[config.mk]
export PLATFORM = sky130hd
export DESIGN_NAME = mem_arbiter
export DESIGN_NICKNAME = d
export VERILOG_FILES = /design/src/rtl/mem_arbiter_pkg.sv /design/src/rtl/mem_arbiter_timeout.sv /design/src/rtl/mem_arbiter.sv
export SDC_FILE = /design/constraint.sdc
export NUM_CORES = 1
export LEC_CHECK = 0
export BUFFER_PORTS_ARGS = -buffer_cell sky130_fd_sc_hd__clkbuf_2
export CAP_MARGIN = 10
export CORE_ASPECT_RATIO = 1.25
export CORE_MARGIN = 4
export CORE_UTILIZATION = 51
export DETAILED_ROUTE_END_ITERATION = 6
export MAX_ROUTING_LAYER = met4
export PLACE_DENSITY = 0.85
export SETUP_SLACK_MARGIN = 0.05
export SYNTH_ARGS = -nofsm -noshare
export SYNTH_HDL_FRONTEND = slang
export SYNTH_HIERARCHICAL = 1
export SYNTH_SLANG_ARGS = --single-unit
[constraint.sdc]
create_clock -name clk_i -period 3.75 [get_ports clk_i]
set_input_delay 0.75 -clock clk_i [delete_from_list [all_inputs] [get_ports clk_i]]
set_output_delay 0.75 -clock clk_i [all_outputs]
set_load 0.1 [all_outputs]
[src/rtl/mem_arbiter_pkg.sv]
// Shared types for the unified-memory arbiter: FSM state encoding and the
// registered memory request bundle.
package mem_arbiter_pkg;

  typedef enum logic [1:0] {
    ST_IDLE  = 2'd0,
    ST_DATA  = 2'd1,
    ST_FETCH = 2'd2,
    ST_DRAIN = 2'd3
  } mem_arb_state_e;

  typedef struct packed {
    logic        we;
    logic [31:0] addr;
    logic [31:0] wdata;
    logic [3:0]  be;
  } mem_req_st;

  // Instruction fetches always read the full word.
  localparam logic [3:0] BE_WORD = 4'hF;

endpackage

[src/rtl/mem_arbiter_timeout.sv]
// Wait counter for one memory access plus the sticky timeout flag.
// The counter restarts whenever the arbiter enters a new busy state and
// counts cycles in which the memory has not answered.
module mem_arb_timeout #(
  parameter int TIMEOUT_CYC = 256,
  localparam int CNT_W = $clog2(TIMEOUT_CYC + 1)
) (
  input  logic clk_i,
  input  logic rst_i,
  input  logic start_i,
  input  logic busy_i,
  input  logic ready_i,
  output logic timeout_o,
  output logic err_o
);

  logic [CNT_W-1:0] cnt_q, cnt_d;
  logic             err_q, err_d;

  // Abort in the cycle the counter sits at its last value with ready still low.
  assign timeout_o = busy_i && !ready_i && (cnt_q == CNT_W'(TIMEOUT_CYC - 1));
  assign err_o     = err_q;

  // Next-state for counter and sticky error.
  always_comb begin
    cnt_d = cnt_q;
    err_d = err_q | timeout_o;
    if (start_i) begin
      cnt_d = '0;
    end else if (busy_i && !ready_i) begin
      cnt_d = cnt_q + CNT_W'(1);
    end
  end

  // Counter and error registers.
  always_ff @(posedge clk_i) begin
    if (rst_i) begin
      cnt_q <= '0;
      err_q <= 1'b0;
    end else begin
      cnt_q <= cnt_d;
      err_q <= err_d;
    end
  end

endmodule

[src/rtl/mem_arbiter.sv]
// Arbiter sharing one single-port variable-latency memory between the fetch
// (instruction) port and the memory-stage (data) port. Data has priority.
// Handshake: a port request stays high until its one-cycle *_valid_o pulse;
// mem_req_o is held with stable mem_* fields until mem_ready_i is seen high.
// Fetches killed by a taken branch are drained and discarded silently.
module mem_arbiter
  import mem_arbiter_pkg::*;
#(
  parameter int TIMEOUT_CYC = 256
) (
  input  logic           clk_i,
  input  logic           rst_i,
  input  logic           if_req_i,
  input  logic [31:0]    if_addr_i,
  input  logic           if_kill_i,
  output logic [31:0]    if_rdata_o,
  output logic           if_valid_o,
  output logic           if_stall_o,
  input  logic           d_req_i,
  input  logic           d_we_i,
  input  logic [31:0]    d_addr_i,
  input  logic [31:0]    d_wdata_i,
  input  logic [3:0]     d_be_i,
  output logic [31:0]    d_rdata_o,
  output logic           d_valid_o,
  output logic           d_stall_o,
  output logic           mem_req_o,
  output logic           mem_we_o,
  output logic [31:0]    mem_addr_o,
  output logic [31:0]    mem_wdata_o,
  output logic [3:0]     mem_be_o,
  input  logic           mem_ready_i,
  input  logic [31:0]    mem_rdata_i,
  output logic           err_o,
  output mem_arb_state_e state_o
);

  mem_arb_state_e state_q, state_d;
  mem_req_st      req_q, req_d;
  logic [31:0]    if_rdata_q, if_rdata_d;
  logic [31:0]    d_rdata_q, d_rdata_d;
  logic           if_valid_q, if_valid_d;
  logic           d_valid_q, d_valid_d;
  logic           busy, start, timeout;

  assign busy  = (state_q != ST_IDLE);
  // Counter restarts on every entry into a busy state, including FETCH->DRAIN.
  assign start = (state_d != ST_IDLE) && (state_d != state_q);

  mem_arb_timeout #(.TIMEOUT_CYC(TIMEOUT_CYC)) u_timeout (
    .clk_i     (clk_i),
    .rst_i     (rst_i),
    .start_i   (start),
    .busy_i    (busy),
    .ready_i   (mem_ready_i),
    .timeout_o (timeout),
    .err_o     (err_o)
  );

  // Next-state, grant and completion logic.
  always_comb begin
    state_d    = state_q;
    req_d      = req_q;
    if_rdata_d = if_rdata_q;
    d_rdata_d  = d_rdata_q;
    if_valid_d = 1'b0;
    d_valid_d  = 1'b0;
    unique case (state_q)
      ST_IDLE: begin
        // The ~valid guards stop a completing request being re-granted in its pulse cycle.
        if (d_req_i && !d_valid_q) begin
          req_d   = '{we: d_we_i, addr: d_addr_i, wdata: d_wdata_i, be: d_be_i};
          state_d = ST_DATA;
        end else if (if_req_i && !if_valid_q && !if_kill_i) begin
          req_d   = '{we: 1'b0, addr: if_addr_i, wdata: 32'h0, be: BE_WORD};
          state_d = ST_FETCH;
        end
      end
      ST_DATA: begin
        if (mem_ready_i) begin
          d_rdata_d = mem_rdata_i;
          d_valid_d = 1'b1;
          state_d   = ST_IDLE;
        end else if (timeout) begin
          state_d = ST_IDLE;
        end
      end
      ST_FETCH: begin
        if (mem_ready_i) begin
          if (!if_kill_i) begin
            if_rdata_d = mem_rdata_i;
            if_valid_d = 1'b1;
          end
          state_d = ST_IDLE;
        end else if (timeout) begin
          state_d = ST_IDLE;
        end else if (if_kill_i) begin
          state_d = ST_DRAIN;
        end
      end
      ST_DRAIN: begin
        // Memory cannot cancel an access, so wait it out and drop the data.
        if (mem_ready_i || timeout) begin
          state_d = ST_IDLE;
        end
      end
      default: state_d = ST_IDLE;
    endcase
  end

  // State, request and response registers.
  always_ff @(posedge clk_i) begin
    if (rst_i) begin
      state_q    <= ST_IDLE;
      req_q      <= '0;
      if_rdata_q <= '0;
      d_rdata_q  <= '0;
      if_valid_q <= 1'b0;
      d_valid_q  <= 1'b0;
    end else begin
      state_q    <= state_d;
      req_q      <= req_d;
      if_rdata_q <= if_rdata_d;
      d_rdata_q  <= d_rdata_d;
      if_valid_q <= if_valid_d;
      d_valid_q  <= d_valid_d;
    end
  end

  assign mem_req_o   = busy;
  assign mem_we_o    = req_q.we;
  assign mem_addr_o  = req_q.addr;
  assign mem_wdata_o = req_q.wdata;
  assign mem_be_o    = req_q.be;
  assign if_rdata_o  = if_rdata_q;
  assign if_valid_o  = if_valid_q;
  assign d_rdata_o   = d_rdata_q;
  assign d_valid_o   = d_valid_q;
  assign if_stall_o  = if_req_i & ~if_valid_q;
  assign d_stall_o   = d_req_i & ~d_valid_q;
  assign state_o     = state_q;

endmodule

==> results of run 1 <==
[stage by stage]
step,instances,setup slack (ns),power (mW),hold slack (ns),util
final,1165,1.12,4.55,0.453,0.676
after global routing,1165,1.02,4.71,0.475,0.676
after CTS,1164,1.11,4.57,0.454,0.676
after detailed placement,1132,1.25,2.95,0.445,0.630
after global placement,1132,1.27,2.94,0.441,0.630
after floorplan,747,0.361,2.73,0.452,-
[metal layers]
layer,routed length (um),vias to the layer above,GRT usage
met3,1660,37,0.0683
met4,560,0,0.114
met1,7250,3043,0.299
met2,9630,279,0.427
met5,0,-,-
li1,-,3127,-
[cell families (layout without fill, tap and decap cells)]
logic type	Yosys count	in the layout	synth area share
compound gates	248	248	0.257
xor+xnor	2	2	0.00272
fa+ha+maj	2	2	0.00389
buf+inv	79	332	0.0732
flops	147	147	0.457
other cells	0	1	0
simple gates	269	269	0.207
[registers in the layout, summed over array words and instances (netlist names)]
register         cells
if_rdata_o          32
mem_be_o             4
mem_we_o             1
d_rdata_o           32
mem_wdata_o         32
if_valid_o           1
state_o              2
mem_addr_o          32
d_valid_o            1
u_timeout/cnt_q      9
u_timeout/err_o      1
[final cells by class]
| cell class | instances | area [sq um] | share of cell area |
|---|---|---|---|
| clock inverter | 13 | 118 | 0.0142 |
| clock buffer | 19 | 453 | 0.0546 |
| sequential | 147 | 2940 | 0.354 |
| multi-input combinational | 521 | 3030 | 0.364 |
| antenna | 1 | 2.50 | 0.000301 |
| tap | 164 | 205 | 0.0247 |
| inverter | 8 | 31.3 | 0.00377 |
| timing repair buffer | 292 | 1520 | 0.184 |
[power groups by stage]
stage,Combinational [mW],Sequential [mW],Clock (mW)
2_1_floorplan,0.375,2.35,0
3_3_place_gp,1.19,1.75,0
3_5_place_dp,1.20,1.75,0
4_1_cts,1.21,1.72,1.65
5_1_grt,1.26,1.73,1.72
6_report,1.20,1.72,1.63
[worst max path at each step]
| stage | slack [ns] | to |
|---|---|---|
| 2_1_floorplan | 0.36 | u_timeout/cnt_q[8] |
| 3_3_place_gp | 1.27 | mem_wdata_o[12] |
| 3_5_place_dp | 1.25 | mem_wdata_o[24] |
| 4_1_cts | 1.11 | mem_req_o |
| 5_1_grt | 1.02 | mem_req_o |
| 6_report | 1.12 | mem_req_o |
[worst reg2reg max path, cell delays in order, from the launching register on]
cell	delay, ns
dfxtp_1	0.61
nor2_4	0.05
inv_2	0.25
nor2b_1	0.42
and2_1	0.20
nor2_1	0.07
nand2_1	0.07
a211oi_1	0.06
or2_2	0.40
a211oi_1	0.23
[cells in the final DEF (no fill, tap or decap), types with 3 or more instances in the layout]
cell type,count
a2111oi_1,11
a2111oi_2,21
a211oi_1,6
a21oi_1,127
a21oi_2,10
a22oi_1,33
buf_4,13
clkbuf_16,17
clkbuf_2,277
clkinv_4,3
dfxtp_1,147
inv_1,6
inv_6,3
inv_8,4
nand2_1,132
nand3_1,16
nand3_2,20
nor2_1,42
nor3_1,37
o21ai_0,22
o21ai_1,14
==> summary.txt, run 1 <==
Finish
  • Nets@finish: around 1100
  • Area growth from synthesis to layout: 28.9%
  • Share of layout cells above drive strength 1: 0.386
  • Design Area, Final: 8300 sq um
  • # fillers: 1048

Clocking
  • Num CTS Buffers: 17
  • CTS resizes: 0
  • Total setup buffers inserted after CTS: 0
  • CTS root buffer: clkbuf_16
  • Worst-Skew Late Latency: 0.41 ns
  • CTS Hold Bufs: 0
  • Max clock buf depth: 2
  • Clock-pin slew on the worst setup and hold paths: 0.06 ns
  • # H-tree levels: 4
  • CTS tree: yes
  • Sink Count: 147

Worst setup path
  • R2r endpoint: u_timeout/cnt_q[8]
  • CP endpoint kind: primary output
  • Worst reg2reg path depth: 9
  • Cell Chain, Critical Path: nor2_4 > inv_2 > clkbuf_2
  • WP data required: 3.00 ns
  • Crit path DAT: 1.88 ns
  • Crit Path Category: reg -> out
  • Worst Setup Start Kind: flip-flop
  • R2R Setup Slk: 1.30 ns
  • Crit path max fanout: 17
  • Worst reg2reg startpoint: state_o[1]
  • WP buf/inv: 2
  • CP top delay family: buffers and inverters
  • Worst Setup SP: state_o[1]
  • CP max stage delay: 0.61 ns
  • Max stage delay cell, worst path: dfxtp_1
  • CP Depth: 3

Timing
  • Worst rel slew slack: 0.449
  • Worst-margin pin slew: a little over 0.8 ns
  • Final Max Tran Viols: 0
  • Post-Route Skew: 0.00655 ns
  • Fmax: between 300 and 400 MHz
  • Part of the cycle the worst path needs: 0.701
  • Number of setup violations in the final report: 0
  • Setup TNS: 0 ns
  • Hold Fails Final Rpt: 0
  • Tmin final: 2.63 ns
  • RSZ-0062 raised after global routing: no

Pwr
  • Comb pwr share: 0.265
  • Switching pwr: 1.75 mW
  • Sequential share of power: 0.378
  • Internal: around 2.8 mW
  • Leak pwr: 3.45 nW
  • Switch share: 0.384
  • Clock share of power: 0.358
  • Maximum vdd drop: 0.355 mV
  • Cell Pwr Density: 548 nW/um^2

Logic synthesis
  • Top cells by count, synth: 147 x dfxtp_1, 132 x nand2_1, 127 x a21oi_1
  • Post-synth top area cell: dfxtp_1
  • Cell count after synthesis: 747
  • Number of synthesized flops with an enable pin: 0
  • Main synth FF type: dfxtp_1
  • FFs w/ async S/R, synth: 0
  • Post-Syn Area: around 6400 sq um
  • Sequential area share after synthesis: 0.457
  • Synthesis warning total: 6
  • Avg Inst Size Synth: 8.62 sq um
  • Syn Nets: 888
  • Largest cells by area after synthesis: dfxtp_1 46%, a21oi_1 9.9%, nand2_1 7.7%, a2111oi_2 4.9%, a22oi_1 3.8%
  • Count leader, synth: dfxtp_1
  • Library cells used by synthesis: 47
  • Yosys reg bits: 147
  • Synth top area share: 0.457

Global route
  • Initial antenna violation count: 1
  • Vias in the first global route: about 6100
  • GR Util All Layers: 0.261
  • Gr ovfl total: 0
  • Largest net degree at the start of global routing: 77
  • First-pass GRT wire length: 29500 um

Die
  • IO Count: 280
  • Core footprint: 12300 sq um
  • Die Y-Extent: 134 um
  • Die area: 14500 sq um
  • Die width: between 100 and 150 um
  • Num rows: 45
  • Starting Density: 0.525

Min path
  • Hold Path Origin: d_rdata_o[10]
  • Hold Path Stages: 2
  • HP Class: reg -> reg
  • Hold EP: d_rdata_o[10]

Routing
  • Post-DR wirelength/cell: approximately 16 um
  • Via count: between 6000 and 7000
  • # DRC: 0
  • Routed Antenna Nets: 0
  • DRT iter0 DRCs: 480
  • Drt pass-1 iters: 5
  • Drt total wl: 19100 um
  • DR vias/cell: 5.57

Outcome
  • Status: completed

Placed design
  • GP Congestion: ~0.86
  • Final HPWL DP: 13200 um
  • Placed Area: between 7000 and 8000 sq um
  • # port buffers: 279

Run
  • Max-capacitance violation count: 0
No activity file was read; power rests on OpenSTA's default activity.
==> inputs of run 2 (changes only) <==
--- a/config.mk
+++ b/config.mk
@@ -9,10 +9,10 @@
 export CAP_MARGIN = 10
 export CORE_ASPECT_RATIO = 1.25
 export CORE_MARGIN = 4
-export CORE_UTILIZATION = 51
+export CORE_UTILIZATION = 43
 export DETAILED_ROUTE_END_ITERATION = 6
 export MAX_ROUTING_LAYER = met4
-export PLACE_DENSITY = 0.85
+export PLACE_DENSITY = 0.76
 export SETUP_SLACK_MARGIN = 0.05
 export SYNTH_ARGS = -nofsm -noshare
 export SYNTH_HDL_FRONTEND = slang
==> constraint.sdc (replaced) <==
create_clock -name clk_i -period 2.4 [get_ports clk_i]
set_input_delay 0.48 -clock clk_i [delete_from_list [all_inputs] [get_ports clk_i]]
set_output_delay 0.48 -clock clk_i [all_outputs]
set_load 0.1 [all_outputs]
==> summary.txt, run 2 (same netlist as run 1, synthesis figures left out) <==
Timing
  • Fmax: 487 MHz
  • Number of setup violations in the final report: 0 (unchanged)
  • Tmin final: 2.05 ns
  • Worst-margin pin slew: 0.581 ns (-0.246 ns)
  • Post-Route Skew: 0.0124 ns (+0.00589 ns)
  • Part of the cycle the worst path needs: 0.855
  • RSZ-0062 raised after global routing: no
  • Hold Fails Final Rpt: 0 (unchanged)
  • Final Max Tran Viols: 0 (unchanged)
  • Worst rel slew slack: 0.614 (+0.166)
  • Final hold slack: 0.285 ns (-0.167 ns)

Run
  • Max-capacitance violation count: 0 (unchanged)

Routing
  • Post-DR wirelength/cell: 16.2 um (-1.4%)
  • Drt total wl: 19100 um (about the same)
  • DRT iter0 DRCs: 454 (-5.4%)
  • # DRC: 8 (+8)
  • Routed Antenna Nets: 0 (unchanged)
  • Via count: 6335 (-2.3%)
  • Drt pass-1 iters: 7 (+2)
  • DR vias/cell: 5.36 (-3.7%)

Pwr
  • Tot Pwr: 7.11 mW (+56%)
  • Cell Pwr Density: 847 nW/um^2 (+55%)
  • Maximum vdd drop: 0.622 mV (+75%)
  • Leak pwr: 3.48 nW (+0.85%)

Worst setup path
  • CP max stage delay: 0.37 ns (-0.24 ns)
  • Crit path max fanout: 39 (+22)
  • Cell Chain, Critical Path: nand2b_4 > clkinv_2 > buf_4 > buf_12
  • CP top delay family: buffers and inverters
  • WP buf/inv: 3 (+1)
  • Crit path DAT: 1.57 ns (-0.31 ns)
  • WP data required: 1.92 ns (-1.08 ns)
  • CP endpoint kind: primary output
  • Worst Setup Start Kind: flip-flop
  • Crit Path Category: reg -> out
  • Max stage delay cell, worst path: buf_4

Clocking
  • Worst-Skew Late Latency: 0.42 ns (about the same)
  • Total setup buffers inserted after CTS: 0 (unchanged)
  • Sink Count: 147 (unchanged)
  • CTS Hold Bufs: 0 (unchanged)
  • Num CTS Buffers: 17 (unchanged)
  • Max clock buf depth: 2 (unchanged)
  • CTS root buffer: clkbuf_16
  • CTS tree: yes
  • # H-tree levels: 4 (unchanged)
  • Clock-pin slew on the worst setup and hold paths: 0.07 ns (about the same)
  • CTS resizes: 0 (unchanged)

Placed design
  • Final HPWL DP: 13000 um (-1.6%)
  • Placed Area: 7830 sq um (+1.3%)
  • # port buffers: 279 (unchanged)
  • Post-Place Cells: 1149 (+1.5%)
  • GP Congestion: 0.760 (-12%)

Die
  • Die Y-Extent: 145 um (+8.4%)
  • Die area: 17000 sq um (+17%)
  • Num rows: 49 (+8.9%)
  • Die width: 117 um (+8.3%)
  • Starting Density: 0.443 (-0.0815)
  • Core footprint: 14500 sq um (+18%)
  • IO Count: 280 (unchanged)

Finish
  • # fillers: 1339 (+28%)
  • Most common cell after layout, fill and taps aside: clkbuf_2
  • Non-Filler Instances: 1181 (+1.4%)
  • Antenna Cells: 0 (-1)
  • Finished Core Util: 0.578 (-0.0986)
  • Area growth from synthesis to layout: 30.3%
  • Nets@finish: 1131 (+0.27%)
  • Share of layout cells above drive strength 1: 0.393 (+0.00682)
  • Design Area, Final: 8390 sq um (+1.1%)
  • Most frequent cells in the layout: 276 x clkbuf_2, 144 x dfxtp_1, 132 x nand2_1, 127 x a21oi_1, 42 x nor2_1

Outcome
  • Failing checks: DRC
  • Status: finished with violations

Min path
  • HP Class: in -> reg

Global route
  • Largest net degree at the start of global routing: 83 (+7.8%)
  • Vias in the first global route: 5992 (-1.1%)
  • GR Util All Layers: 0.225 (-0.0364)
  • Initial antenna violation count: 0 (-1)
  • Gr ovfl total: 0 (unchanged)
  • First-pass GRT wire length: 30300 um (+2.8%)
-- run 2: path summary, 6_finish.rpt --
path | start | end | slack [ns] | cells past startpoint
setup reg to reg | u_timeout/cnt_q[0] | u_timeout/cnt_q[8] | 0.45 | 10
hold reg to reg | if_rdata_o[4] | if_rdata_o[4] | 0.45 | 2
hold / removal | mem_rdata_i[12] | if_rdata_o[12] | 0.29 | 3
setup / recovery | d_valid_o | d_stall_o | 0.35 | 4
-- run 2: power breakdown --
part	switching, mW	internal (mW)
logic	1.50	0.398
registers	0.105	2.58
clock network	1.12	1.41
-- run 2: cell type report --
type                       count  area, sq um  share of cell area
tap                          178          223              0.0265
clock buffer                  19          453              0.0540
sequential                   147         2950               0.352
multi-input combinational    521         3040               0.362
inverter                       8         31.3             0.00373
clock inverter                13          114              0.0136
timing repair buffer         295         1590               0.189
-- run 2: metrics by stage --
step | setup WS (ns) | TNS (ns)
floorplan | -0.0112 | -0.0112
global placement | 0.506 | 0
detailed placement | 0.434 | 0
CTS | 0.314 | 0
global route | 0.273 | 0
finish | 0.349 | 0
-- run 2: routing by layer --
layer / vias up / GRT usage / routed length [um]
met5: - / - / 0
met4: 0 / 0.0716 / 321
met3: 20 / 0.0754 / 1580
met2: 262 / 0.368 / 9310
met1: 2918 / 0.264 / 7880
li1: 3135 / - / -
-- run 2: worst reg2reg max path, cell delays in order (launching register included) --
cell and delay [ns]:
dfxtp_1 0.37, ha_1 0.21, nand3_1 0.08, nor2_1 0.11, ha_1 0.17, and2_1 0.12
nor2_1 0.06, nand2_1 0.07, a211oi_1 0.06, or2_2 0.38, a211oi_1 0.23
